`src/rtl/vga_timing_pkg.sv`:
```
// Shared 640x480@60 VGA timing constants. Sub-blocks and the top take these as
// parameter defaults so that reduced-size builds can reuse the same code.
package vga_timing_pkg;

  localparam int COORD_W = 10;

  localparam int VGA_H_ACTIVE = 640;
  localparam int VGA_H_FP     = 16;
  localparam int VGA_H_SYNC   = 96;
  localparam int VGA_H_BP     = 48;
  localparam int VGA_V_ACTIVE = 480;
  localparam int VGA_V_FP     = 10;
  localparam int VGA_V_SYNC   = 2;
  localparam int VGA_V_BP     = 33;

  localparam int VGA_H_TOTAL = VGA_H_ACTIVE + VGA_H_FP + VGA_H_SYNC + VGA_H_BP;
  localparam int VGA_V_TOTAL = VGA_V_ACTIVE + VGA_V_FP + VGA_V_SYNC + VGA_V_BP;

  localparam int VGA_H_SYNC_START = VGA_H_ACTIVE + VGA_H_FP;
  localparam int VGA_H_SYNC_END   = VGA_H_SYNC_START + VGA_H_SYNC;
  localparam int VGA_V_SYNC_START = VGA_V_ACTIVE + VGA_V_FP;
  localparam int VGA_V_SYNC_END   = VGA_V_SYNC_START + VGA_V_SYNC;

endpackage

```
`src/rtl/vga_timing_gen_tick_gen.sv`:
```
// Divide-by-DIV counter. `wrap` marks the edge on which the enable fires;
// `tick` is the registered one-cycle enable visible in the following cycle.
module tick_gen #(
  parameter int DIV = 4
) (
  input  logic clk,
  input  logic rst_n,
  output logic wrap,
  output logic tick
);

  localparam int CW = $clog2(DIV);
  localparam logic [CW-1:0] LAST = CW'(DIV - 1);

  if (DIV < 2) begin : g_bad_div
    $error("tick_gen: DIV must be >= 2");
  end

  logic [CW-1:0] cnt_q, cnt_d;
  logic          tick_q, tick_d;

  // NOTE: every always_comb output gets a value on every path (here by plain
  // assignment); a missing default would infer a latch.
  always_comb begin
    wrap   = (cnt_q == LAST);
    cnt_d  = wrap ? '0 : cnt_q + CW'(1);
    tick_d = wrap;
  end

  // NOTE: state registers use non-blocking assignments so every flop samples
  // the pre-edge values regardless of statement order.
  always_ff @(posedge clk or negedge rst_n) begin
    if (!rst_n) begin
      cnt_q  <= '0;
      tick_q <= 1'b0;
    end else begin
      cnt_q  <= cnt_d;
      tick_q <= tick_d;
    end
  end

  assign tick = tick_q;

endmodule

```
`src/rtl/vga_timing_gen.sv`:
```
// VGA raster timing on the board clock with an internal pixel-rate enable.
// All outputs are decoded from the next-state counts, so they change together.
module vga_timing_gen
  import vga_timing_pkg::*;
#(
  parameter int   DIV      = 4,
  parameter int   H_ACTIVE = VGA_H_ACTIVE,
  parameter int   H_FP     = VGA_H_FP,
  parameter int   H_SYNC   = VGA_H_SYNC,
  parameter int   H_BP     = VGA_H_BP,
  parameter int   V_ACTIVE = VGA_V_ACTIVE,
  parameter int   V_FP     = VGA_V_FP,
  parameter int   V_SYNC   = VGA_V_SYNC,
  parameter int   V_BP     = VGA_V_BP,
  parameter logic SYNC_POL = 1'b0
) (
  input  logic               boardCLK,
  input  logic               reset,
  output logic               pixel_tick,
  output logic [COORD_W-1:0] pixel_x,
  output logic [COORD_W-1:0] pixel_y,
  output logic               video_on,
  output logic               hsync,
  output logic               vsync,
  output logic               frame_tick
);

  localparam int H_TOTAL = H_ACTIVE + H_FP + H_SYNC + H_BP;
  localparam int V_TOTAL = V_ACTIVE + V_FP + V_SYNC + V_BP;

  if (H_TOTAL > (1 << COORD_W) || V_TOTAL > (1 << COORD_W)) begin : g_bad_size
    $error("vga_timing_gen: H_TOTAL/V_TOTAL exceed the coordinate width");
  end

  localparam logic [COORD_W-1:0] H_LAST   = COORD_W'(H_TOTAL - 1);
  localparam logic [COORD_W-1:0] V_LAST   = COORD_W'(V_TOTAL - 1);
  localparam logic [COORD_W-1:0] H_VIS    = COORD_W'(H_ACTIVE);
  localparam logic [COORD_W-1:0] V_VIS    = COORD_W'(V_ACTIVE);
  localparam logic [COORD_W-1:0] HS_START = COORD_W'(H_ACTIVE + H_FP);
  localparam logic [COORD_W-1:0] HS_END   = COORD_W'(H_ACTIVE + H_FP + H_SYNC);
  localparam logic [COORD_W-1:0] VS_START = COORD_W'(V_ACTIVE + V_FP);
  localparam logic [COORD_W-1:0] VS_END   = COORD_W'(V_ACTIVE + V_FP + V_SYNC);

  logic adv;

  tick_gen #(.DIV(DIV)) u_pixel_tick (
    .clk  (boardCLK),
    .rst_n(reset),
    .wrap (adv),
    .tick (pixel_tick)
  );

  logic [COORD_W-1:0] h_cnt_q, h_cnt_d;
  logic [COORD_W-1:0] v_cnt_q, v_cnt_d;
  logic               video_on_q, video_on_d;
  logic               hsync_q, hsync_d;
  logic               vsync_q, vsync_d;
  logic               frame_tick_q, frame_tick_d;

  always_comb begin
    h_cnt_d = h_cnt_q;
    v_cnt_d = v_cnt_q;
    if (adv) begin
      if (h_cnt_q == H_LAST) begin
        h_cnt_d = '0;
        v_cnt_d = (v_cnt_q == V_LAST) ? '0 : v_cnt_q + COORD_W'(1);
      end else begin
        h_cnt_d = h_cnt_q + COORD_W'(1);
      end
    end
    // Decode from the next-state counts so the flops below line up with them.
    video_on_d   = (h_cnt_d < H_VIS) && (v_cnt_d < V_VIS);
    hsync_d      = ((h_cnt_d >= HS_START) && (h_cnt_d < HS_END)) ? SYNC_POL : ~SYNC_POL;
    vsync_d      = ((v_cnt_d >= VS_START) && (v_cnt_d < VS_END)) ? SYNC_POL : ~SYNC_POL;
    frame_tick_d = adv && (h_cnt_d == '0) && (v_cnt_d == '0);
  end

  always_ff @(posedge boardCLK or negedge reset) begin
    if (!reset) begin
      h_cnt_q      <= '0;
      v_cnt_q      <= '0;
      video_on_q   <= 1'b1;
      hsync_q      <= ~SYNC_POL;
      vsync_q      <= ~SYNC_POL;
      frame_tick_q <= 1'b0;
    end else begin
      h_cnt_q      <= h_cnt_d;
      v_cnt_q      <= v_cnt_d;
      video_on_q   <= video_on_d;
      hsync_q      <= hsync_d;
      vsync_q      <= vsync_d;
      frame_tick_q <= frame_tick_d;
    end
  end

  assign pixel_x    = h_cnt_q;
  assign pixel_y    = v_cnt_q;
  assign video_on   = video_on_q;
  assign hsync      = hsync_q;
  assign vsync      = vsync_q;
  assign frame_tick = frame_tick_q;

endmodule

```
`config.mk`:
```
export PLATFORM = sky130hd
export DESIGN_NAME = vga_timing_gen
export DESIGN_NICKNAME = d
export VERILOG_FILES = /design/src/rtl/vga_timing_pkg.sv /design/src/rtl/vga_timing_gen_tick_gen.sv /design/src/rtl/vga_timing_gen.sv
export SDC_FILE = /design/constraint.sdc
export NUM_CORES = 1
export LEC_CHECK = 0
export ABC_AREA = 1
export CORE_MARGIN = 1.5
export CORE_UTILIZATION = 30
export DETAILED_ROUTE_END_ITERATION = 7
export GPL_TIMING_DRIVEN = 1
export SKIP_LAST_GASP = 1
export SYNTH_ARGS = -nofsm -noshare
export SYNTH_HDL_FRONTEND = slang
export SYNTH_SLANG_ARGS = --single-unit
```
`constraint.sdc`:
```
create_clock -name boardCLK -period 1.7 [get_ports boardCLK]
set_input_delay 0.425 -clock boardCLK [delete_from_list [all_inputs] [get_ports boardCLK]]
set_output_delay 0.425 -clock boardCLK [all_outputs]
set_load 0.03 [all_outputs]
```
# Word level (Yosys, flattened, before mapping)
# Index checks and enable logic that the tools add are counted.
# op_classes
order_cmp	6
muxes	8
add_sub_neg	3
n_eq_ne	3
reduce_logical	7
# op_table
op	count
$mux W10	5
$add A10 B1 Y10 const B	2
$eq A10 B10 Y1 const B	2
$logic_not A10 Y1	2
$lt A10 B10 Y1 const B	2
$lt A10 B9 Y1 const B	2
$ge A10 B10 Y1 const B	1
$ge A10 B9 Y1 const B	1
$logic_and A1 B1 Y1	5
$add A2 B1 Y2 const B	1
$eq A2 B2 Y1 const B	1
$mux W1	2
$mux W2	1
# word_totals
input_bits	2
elab_cells	35
regBits	27

# Logic depth before layout (Yosys ltp)
# Gate-level depths: netlist of the first run.
# depth
ltp_word	7
mapped_depth	14
ltp_nobuf	14

# By module
# From an unflattened synthesis of the first run, not the netlist that was laid out.
# unflattened
hier_cells	216
hier_area_um2	1595.3
# by_module_without_submodules
mod	cells_per_inst	seq_area_each_um2	n_inst	area_per_inst_um2
vga_timing_gen	211	604.3	1	1503.9
tick_gen	5	75.1	1	91.3

# Least setup slack after synthesis of the first run
# No wires, ideal clock.
# synth_path
path_kind	register to register
start	register h_cnt_q[0] (netlist: pixel_x[0])
end	register vsync_q (netlist: vsync)
setup_slack_ps	-106
t_arrival_ps	1721
setup_ps	84
path_stages_with_launch	13
period_less_slack_ps	1806
required_ps	1616
cell_sequence	dfrtp_1 ha_1 nand2_1 inv_2 nand2_1 nor2_4 nand2_2 o21bai_1 nand2_1 inv_2 nand3_1 nor2_1 nand3b_1
# synth_between
elab_chain_cells	6
elab_cells_between_ends	7
classes_between	order compare (2); eq/ne (1); mux (3); reduce/logical (1)
# synth_lines
item	line_no	rtl
from (decl)	vga_timing_gen.sv:53	logic [COORD_W-1:0] h_cnt_q, h_cnt_d;
from (signal assigned)	vga_timing_gen.sv:87	h_cnt_q <= h_cnt_d;
$eq A10 B10 Y1 (*)	vga_timing_gen.sv:64	if (h_cnt_q == H_LAST) begin
$mux W10 (*)	vga_timing_gen.sv:64	
$mux W10 (*)	vga_timing_gen.sv:63	if (adv) begin
named net v_cnt_d[6]	vga_timing_gen.sv:54	logic [COORD_W-1:0] v_cnt_q, v_cnt_d;
$ge A10 B9 Y1 or $lt A10 B9 Y1 (tied branches)	vga_timing_gen.sv:74	vsync_d = ((v_cnt_d >= VS_START) && (v_cnt_d < VS_END)) ? SYNC_POL : ~SYNC_POL;
$logic_and A1 B1 Y1 (*)	vga_timing_gen.sv:74	
$mux W1 (*)	vga_timing_gen.sv:74	
named net vsync_d	vga_timing_gen.sv:57	logic vsync_q, vsync_d;
to (signal assigned)	vga_timing_gen.sv:84	vsync_q <= ~SYNC_POL;
to (signal assigned)	vga_timing_gen.sv:91	vsync_q <= vsync_d;
to (decl)	vga_timing_gen.sv:57	
# The timed path passes the listed nets; every way through them passes the cells marked *.

# Worst setup path after layout of the first run
# layout_path
start	register u_pixel_tick.cnt_q[0]
end	register frame_tick_q (netlist: frame_tick)
# layout_between
elab_cells_between_ends	7
classes_between	eq/ne (1); mux (2); reduce/logical (4)
# layout_rtl
item	line_no	rtl
from (decl)	vga_timing_gen_tick_gen.sv:19	logic [CW-1:0] cnt_q, cnt_d;
from (signal assigned)	vga_timing_gen_tick_gen.sv:37	cnt_q <= cnt_d;
$eq A2 B2 Y1	vga_timing_gen_tick_gen.sv:25	wrap = (cnt_q == LAST);
named net adv	vga_timing_gen.sv:44	logic adv;
$mux W10	vga_timing_gen.sv:63	
named net v_cnt_d[8]	vga_timing_gen.sv:54	
$logic_not A10 Y1	vga_timing_gen.sv:75	frame_tick_d = adv && (h_cnt_d == '0) && (v_cnt_d == '0);
$logic_and A1 B1 Y1	vga_timing_gen.sv:75	
named net frame_tick_d	vga_timing_gen.sv:58	logic frame_tick_q, frame_tick_d;
to (signal assigned)	vga_timing_gen.sv:92	frame_tick_q <= frame_tick_d;
to (decl)	vga_timing_gen.sv:58	
# The timed path passes the listed nets, and every way through them passes these cells.

==> metrics, run 1 <==
status=complete, but fails checks; failing checks=negative setup slack; Mapped Nets=224; RSZ-0062 raised after global routing=yes; crit end category=register; Final HPWL DP=around 3300 um; # rows=26; reg2reg end=frame_tick$_DFF_PN0_; Starting Density=~31%; CTS Buffer Depth=2; Post-Layout Cell Count=368; most instantiated cells after synthesis=nand2_1, inv_1, nor2_1; CP Launch Point=u_pixel_tick.cnt_q[0]$_DFF_PN0_; MaxCap Viol Count=0; initial antenna violation count=0; Power Dens Cells=around 410 nW/um2; clock network power share=a little over a third; DRT Pass-1 Iters=4; mean area per synthesized cell=roughly 7.4 um2; Sinks on Clock Net=27; dpl ws=-194 ps; Slew headroom=between 70% and 80%; Vias=about 1.7k; I/O Buffers=26; Seq/Total Area, Yosys=roughly 42%; Yosys top cell area share=a little under two fifths; Yosys reg bits=27; area grow syn2layout=55.1%; WP data arrival=between 1500 and 2000 ps; Reg-to-Reg Start=u_pixel_tick.cnt_q[0]$_DFF_PN0_; Synth cell types=26; Final WS setup=-54.1 ps; switch share=a little over a fifth; Peak VDD IR=0.204 mV; ranking of synthesized cells by area=dfrtp_1, nand2_1, inv_1; Worst EP required=1870 ps; vias per cell=around 4.6; Setup Skew=2.30 ps; critical-path maximum fanout=8; ys async rst share=100%; Die Ht=76.2 um; ant diodes=0; CTS tree=done; R2R cell count=12; Clock Root Buffer=clkbuf_8; R2R setup slack=-50 ps; gate count after technology mapping=~220; Chip Width=approximately 76 um; Pleak=between 0.001 and 0.0015 uW; Comb pwr share=roughly 1.6%; IO Pins=27; Global Route Usage Sum=between 10% and 20%; fin crit share=103%; core box area=a little over 5000 um2; Power Internal=between 800 and 900 uW; drt drc=0; Synth Warn #=0; Max Slew Vio Count=0; later-pin clock latency in the skew report=between 200 and 300 ps; Reg clk slew, reported paths=approximately 90 ps; GRT overflow=0; layout net count=~310; post-synth top area cell=dfrtp_1; final core occ=between 40% and 50%; WL final=4590 um; initial drt markers=91; Slew @ Worst Pin=about 350 ps; CP startpoint kind=register; Setup crit end=frame_tick$_DFF_PN0_; largest net degree at the start of global routing=28; prevailing post-synth register cell=dfrtp_1; die footprint=5810 um2; CTS H-tree lvls=1; FMAX=570 MHz; Post-Place Cells=354; worst hold margin=roughly 490 ps; HP Class=register to register; share of layout cells above drive strength 1=36.6%; Post-synth EDFFs=0; synthesized area=1610 um2; vias in the first global route=between 1.5k and 2k; critical path class=register to register; placed cell areas=about 2300 um2; setup violators final=3; minimum clock period=approximately 1800 ps; most frequent cell after synthesis=nand2_1; antenna-violating nets left=0; Wirelength per Cell=12.5 um; first-pass GRT wire length=7700 um; CTS Buf Count=3; final hold violation count=0; design area=2500 um2; GP Congestion=roughly 0.84; Seq pwr share=between 60% and 70%; sw power=approximately 220 uW
## registers in the layout (all words and copies together), names as in the netlist
name,cells
vsync,1
frame_tick,1
u_pixel_tick.tick,1
video_on,1
hsync,1
pixel_y,10
u_pixel_tick.cnt_q,2
pixel_x,10
## worst min path at each step
stage	slack [ps]	end	cells after the start	start
2_1_floorplan	130	frame_tick$_DFF_PN0_	0	reset
5_1_grt	500	u_pixel_tick.cnt_q[0]$_DFF_PN0_	1	u_pixel_tick.cnt_q[0]$_DFF_PN0_
3_3_place_gp	410	u_pixel_tick.cnt_q[0]$_DFF_PN0_	1	u_pixel_tick.cnt_q[0]$_DFF_PN0_
6_report	490	u_pixel_tick.cnt_q[0]$_DFF_PN0_	1	u_pixel_tick.cnt_q[0]$_DFF_PN0_
4_1_cts	500	u_pixel_tick.cnt_q[0]$_DFF_PN0_	1	u_pixel_tick.cnt_q[0]$_DFF_PN0_
3_5_place_dp	430	u_pixel_tick.cnt_q[0]$_DFF_PN0_	1	u_pixel_tick.cnt_q[0]$_DFF_PN0_
## kinds of logic (layout without fill, tap and decap cells)
| kind of cell | after synthesis | after routing | share of synthesized area (%) |
|---|---|---|---|
| AND/OR/NAND/NOR | 128 | 128 | 37.2 |
| AO/OA/AOI/OAI | 15 | 15 | 5.83 |
| XOR/XNOR | 3 | 3 | 1.63 |
| flip-flops | 27 | 27 | 42.2 |
| buffers and inverters | 41 | 121 | 10.0 |
| adder cells (fa/ha/maj) | 4 | 4 | 3.11 |
## power groups by stage
stage          logic (uW)  registers, uW  clock network (uW)
6_report             16.1            642                 373
3_3_place_gp         17.2            654                   0
2_1_floorplan    0.000502            655                   0
4_1_cts              17.2            642                 392
3_5_place_dp         17.2            654                   0
5_1_grt              19.1            642                 418
## layout by cell type (no fill, tap or decap), drive strengths merged, types with 3 or more instances in the layout
cell type	count
xor2	3
nor2	35
o21ai	5
dfstp	3
dlygate4sd2	23
ha	4
o21bai	5
buf	51
nand2	60
dfrtp	24
inv	39
nand4	4
nor3	4
nand3	24
clkbuf	5
## per-stage QoR
| stage | setup TNS, ps | total power, uW |
|---|---|---|
| 5_1_grt | -897 | 1080 |
| 3_3_place_gp | -529 | 672 |
| 3_5_place_dp | -615 | 672 |
| 2_1_floorplan | 0 | 655 |
| 4_1_cts | -256 | 1050 |
| 6_report | -127 | 1030 |
## routing by layer
metal	vias to the layer above	track usage (%)	part of all wire, %
met3	4	2.28	3.4
li1	846	-	-
met1	796	21.3	45
met5	-	0	0
met4	0	4.26	0.83
met2	34	27.9	51
## final cells by class
class	instances	area [um2]
Clock buffer	4	45.0
Fill cell	534	2640
Inverter	40	150
Multi-Input combinational cell	150	911
Sequential cell	27	686
Tap cell	70	87.6
Timing Repair Buffer	77	617
## repair_timing
item / 4_1_cts / 5_1_grt
gates resized for setup: 41 / 26
buffers inserted: 2 / 8
hold buffers: 0 / 0
hold endpoints to repair: 0 / 0
setup endpoints to repair: 31 / 9
pin swaps: 3 / 20
## critical path, stage by stage (launching register included)
cell and delay, ps:
dfrtp_1 400, ha_4 200, nand2_4 60, nor2_4 120
inv_2 70, nor2_8 190, nand3_2 110, o21bai_1 180
nand2_2 100, inv_2 80, nor2_1 40, nand2_1 50
nor2_1 30
Note: power is estimated with default switching activity, not from simulation.
==> run 2, diff against run 1 <==
RECOVER_POWER = 100   (was default)
==> results of run 2 <==
No change in the layout: final DEF, timing and power equal those of run 1.
